==> src/rtl/mem_writeback_stage.sv <==
// Writeback stage: retires ALU results straight into the register file and runs
// loads through a req/ack data-memory handshake, stalling upstream while one is in flight.
`timescale 1ns/1ps
module mem_writeback_stage #(
  parameter int DATA_W  = 16,
  parameter int ADDR_W  = 4,
  parameter int TIMEOUT = 15
) (
  input  logic              CLK,
  input  logic              RST,
  input  logic [DATA_W-1:0] result_in,
  input  logic [ADDR_W-1:0] c_addr_in,
  input  logic              reg_write_in,
  input  logic              data_read_in,
  output logic              stall,
  output logic              mem_req,
  output logic [DATA_W-1:0] mem_addr,
  input  logic [DATA_W-1:0] mem_rdata,
  input  logic              mem_ack,
  output logic              rf_we,
  output logic [ADDR_W-1:0] rf_waddr,
  output logic [DATA_W-1:0] rf_wdata,
  output logic              mem_err
);

  localparam int CNT_W = (TIMEOUT > 1) ? $clog2(TIMEOUT) : 1;

  typedef enum logic [1:0] {
    S_IDLE = 2'd0,
    S_REQ  = 2'd1,
    S_WB   = 2'd2
  } state_t;

  state_t              r_state;
  state_t              w_next;
  logic [CNT_W-1:0]    r_cnt;
  logic [DATA_W-1:0]   r_addr;
  logic [ADDR_W-1:0]   r_dest;
  logic                r_wb_en;
  logic                r_rf_we;
  logic [ADDR_W-1:0]   r_rf_waddr;
  logic [DATA_W-1:0]   r_rf_wdata;
  logic                r_mem_err;
  logic                w_timeout;

  assign w_timeout = (r_cnt == CNT_W'(TIMEOUT - 1));

  // Stage boundary: state register
  always_ff @(posedge CLK) begin
    if (RST) r_state <= S_IDLE;
    else     r_state <= w_next;
  end

  always_comb begin
    w_next = r_state;
    case (r_state)
      S_IDLE: if (data_read_in) w_next = S_REQ;
      S_REQ: begin
        if (mem_ack)        w_next = S_WB;
        else if (w_timeout) w_next = S_IDLE;
      end
      S_WB:    w_next = S_IDLE;
      default: w_next = S_IDLE;
    endcase
  end

  // Stage boundary: load context, timeout counter and register-file write port
  always_ff @(posedge CLK) begin
    if (RST) begin
      r_cnt      <= '0;
      r_addr     <= '0;
      r_dest     <= '0;
      r_wb_en    <= 1'b0;
      r_rf_we    <= 1'b0;
      r_rf_waddr <= '0;
      r_rf_wdata <= '0;
      r_mem_err  <= 1'b0;
    end else begin
      r_rf_we <= 1'b0;
      case (r_state)
        S_IDLE: begin
          if (data_read_in) begin
            r_addr  <= result_in;
            r_dest  <= c_addr_in;
            r_wb_en <= reg_write_in;
            r_cnt   <= '0;
          end else if (reg_write_in) begin
            r_rf_we    <= 1'b1;
            r_rf_waddr <= c_addr_in;
            r_rf_wdata <= result_in;
          end
        end
        S_REQ: begin
          // The write-data register doubles as the load buffer, so WB needs no extra copy.
          if (mem_ack) begin
            r_rf_we    <= r_wb_en;
            r_rf_waddr <= r_dest;
            r_rf_wdata <= mem_rdata;
          end else if (w_timeout) begin
            r_mem_err <= 1'b1;
          end else begin
            r_cnt <= r_cnt + 1'b1;
          end
        end
        default: ;
      endcase
    end
  end

  assign stall    = (r_state != S_IDLE);
  assign mem_req  = (r_state == S_REQ);
  assign mem_addr = r_addr;
  assign rf_we    = r_rf_we;
  assign rf_waddr = r_rf_waddr;
  assign rf_wdata = r_rf_wdata;
  assign mem_err  = r_mem_err;

endmodule

==> config.mk <==
export PLATFORM = sky130hd
export DESIGN_NAME = mem_writeback_stage
export DESIGN_NICKNAME = d
export VERILOG_FILES = /design/src/rtl/mem_writeback_stage.sv
export SDC_FILE = /design/constraint.sdc
export NUM_CORES = 1
export LEC_CHECK = 0
export ABC_AREA = 1
export ABC_CLOCK_PERIOD_IN_PS = 3510
export CAP_MARGIN = 20
export CORE_MARGIN = 2
export CORE_UTILIZATION = 48
export DETAILED_ROUTE_END_ITERATION = 12
export GPL_TIMING_DRIVEN = 0
export PLACE_DENSITY = 0.83
export SYNTH_ARGS = -nofsm -noshare
export SYNTH_HDL_FRONTEND = slang
export SYNTH_SLANG_ARGS = --single-unit
==> constraint.sdc <==
create_clock -name CLK -period 3.51 [get_ports CLK]
set_input_delay 0.5265 -clock CLK [delete_from_list [all_inputs] [get_ports CLK]]
set_output_delay 0.5265 -clock CLK [all_outputs]
set_load 0.01 [all_outputs]
==> flow_metrics.tcl <==
set metrics [dict create \
    firstDrtPassIters 4 \
    initial_core_util_pct 50.7 \
    nets 474 \
    grt.overflow.total 0 \
    p_total_uw 1420 \
    crit_path_max_incr_delay_ns 0.58 \
    path_clk_slew_ns 0.09 \
    area_growth_pct 43.9 \
    core_sq_um 4410 \
    synth.area.top_cells "dfxtp_1 44%, nand2_1 18%, nor2_1 15%" \
    worst_pin_slew_ns 0.462 \
    syn_avg_cell_area_sq_um 6.51 \
    synth_cell_types 24 \
    ys_async_sr_fraction_pct 0 \
    period_share_pct 64.5 \
    slew_headroom_pct 69.2 \
    cpMaxStageDelayCell "clkdlybuf4s50_1" \
    start_kind "flop" \
    yosysWarnings 0 \
    groute.usage.overall_pct 23.5 \
    portBuffers 80 \
    crit_family "buffers and inverters" \
    cp.required_ns 2.98 \
    place_congestion 0.836 \
    cp.buffers_inverters 3 \
    syn_nets 387 \
    rsz0062_at_grt "false" \
    antenna_cells 0 \
    netlist_area_sq_um 2240 \
    cts_resized 0 \
    place_hpwl_mm 4.26 \
    skew_ns 0.00337 \
    ios 81 \
    synth_common_cells "108 x nand2_1, 87 x nor2_1, 49 x dfxtp_1" \
    cts_root_buffer "clkbuf_8" \
    synth_most_common_cell "nand2_1" \
    clockBufferDepth 2 \
    hold_viol 0 \
    powerDensity_nw_per_um2 440 \
    synth_top_area_share_pct 43.8 \
    antenna_found_initial 0 \
    wl_per_cell_um 12.0 \
    wirelength_mm 5.80 \
    via_per_inst 4.83 \
    synth-seq-cells 49 \
    fin_crit_ns 2.26 \
    drc 0 \
    grt_first_pass_wirelength_mm 9.53 \
    routed-via-count 2339 \
    synth_largest_area_cell "dfxtp_1" \
    grt_pass1_vias 2169 \
    max_freq_ghz 0.442 \
    cp.arrival_ns 1.74 \
    drive_gt1_share_pct 6.71 \
    yosysSeqAreaShare_pct 43.8 \
    cts_sinks 49 \
    cp-end-kind "output port" \
    rows 24 \
    crit_fanout 10 \
    cts.hold.buffers_added 0 \
    vdd_drop_max_v 0.000224 \
    setup_viol 0 \
    grt_max_degree 15 \
    path_class "flop to output port" \
    dieArea_sq_um 5230 \
    nFillCells 367 \
    finalSetupTns_ns 0 \
    cts_tree "yes" \
    clkLatencyLatePin_ns 0.30 \
    post_cts.repair.setup_buffers 0 \
    cts_made_buffers 5 \
    p_leak_uw 0.00150 \
    htreeDepth 2 \
    synth_cells 344 \
    ant_nets 0 \
    maxCapViolCount 0 \
    ys.flop_type "dfxtp_1" \
    die_h_um 72.3 \
    synth-edff-count 0 \
    crit_chain "inv_2 > nor2_4 > buf_2 > clkdlybuf4s50_1" \
    die_x_um 72.3 \
    slew_violations 0 \
    status "finished clean" \
    initialDrtViolationCount 124 \
    min-delay-path-class "flop to flop" \
]
## kinds of logic (layout without fill, tap and decap cells)
kind of cell | Yosys count | count (layout) | share of synthesized area (%)
xor+xnor | 1 | 1 | 0.391
compound gates | 32 | 32 | 7.32
flops | 49 | 49 | 43.8
buf+inv | 52 | 140 | 10.8
fa+ha+maj | 2 | 2 | 1.12
simple gates | 208 | 208 | 36.6
## cell type report
class | count | area (sq um) | area share (%)
plain buffers | 16 | 106 | 3.30
clock buffers | 7 | 86.3 | 2.68
clock inverters | 1 | 30.0 | 0.932
inverters | 36 | 135 | 4.20
multi-input cells | 243 | 1020 | 31.5
flip-flops and latches | 49 | 981 | 30.5
well taps | 52 | 65.1 | 2.02
repair buffers | 80 | 801 | 24.9
## state kept, by name (all words and copies together), names as in the netlist
name and cells:
rf_we 1, mem_addr 16, r_cnt 4, mem_err 1
rf_wdata 16, r_state 2, rf_waddr 4, r_wb_en 1
r_dest 4
## metrics by stage
| step | util (%) | hold slack, ns | instances | worst slack [ns] | area [sq um] |
|---|---|---|---|---|---|
| final | 73.0 | 0.455 | 484 | 1.25 | 3220 |
| after global routing | 73.0 | 0.490 | 484 | 1.16 | 3220 |
| after CTS | 73.0 | 0.456 | 484 | 1.23 | 3220 |
| after detailed placement | 70.3 | 0.443 | 476 | 1.51 | 3100 |
| after global placement | 70.3 | 0.433 | 476 | 1.52 | 3100 |
| after floorplan | - | 0.424 | 344 | 2.24 | 2240 |
## power by group
group / total, uW / internal, uW / switching, uW
registers: 633 / 607 / 26.2
logic: 364 / 183 / 181
clock network: 419 / 232 / 186
total: 1420 / 1020 / 393
## metal layers
metal | wire length, um | global-route usage, % | share of wire (%)
met5 | 0 | 0 | 0
met4 | 50 | 7.76 | 0.86
met2 | 2810 | 40.8 | 48
met1 | 2520 | 28.6 | 43
met3 | 419 | 5.28 | 7.2
## path summary, 6_finish.rpt
path                            slack [ns]        from     endpoint  depth (start not counted)
worst max-delay path                  1.25  r_state[0]      mem_req                          4
worst min-delay path                  0.45   r_dest[3]    r_dest[3]                          2
worst max register to register        2.23  r_state[1]  rf_wdata[0]                          7
worst min register to register        0.45   r_dest[3]    r_dest[3]                          2
## tightest hold or removal path, cell delays in order, from the launching register on
cell and delay [ns]:
dfxtp_1 0.31, inv_1 0.06, a21oi_1 0.05
## cell usage in the layout, fill, tap and decap left out
cell	count
nand4_1	1
dfxtp_1	49
o31ai_1	1
nand2_2	2
buf_4	2
inv_1	33
inv_2	3
a21oi_1	5
clkbuf_8	6
buf_2	7
nand3_2	1
nor2_2	1
buf_6	4
ha_1	2
nand3_1	6
bufinv_16	1
nor2_4	1
o21ai_1	16
a31oi_1	1
clkdlybuf4s50_1	80
xnor2_1	1
buf_1	1
nand2_1	108
nor2_1	87
o21ai_0	9
nor3_2	1
clkbuf_1	3
Power figures use the tool's default switching activity.
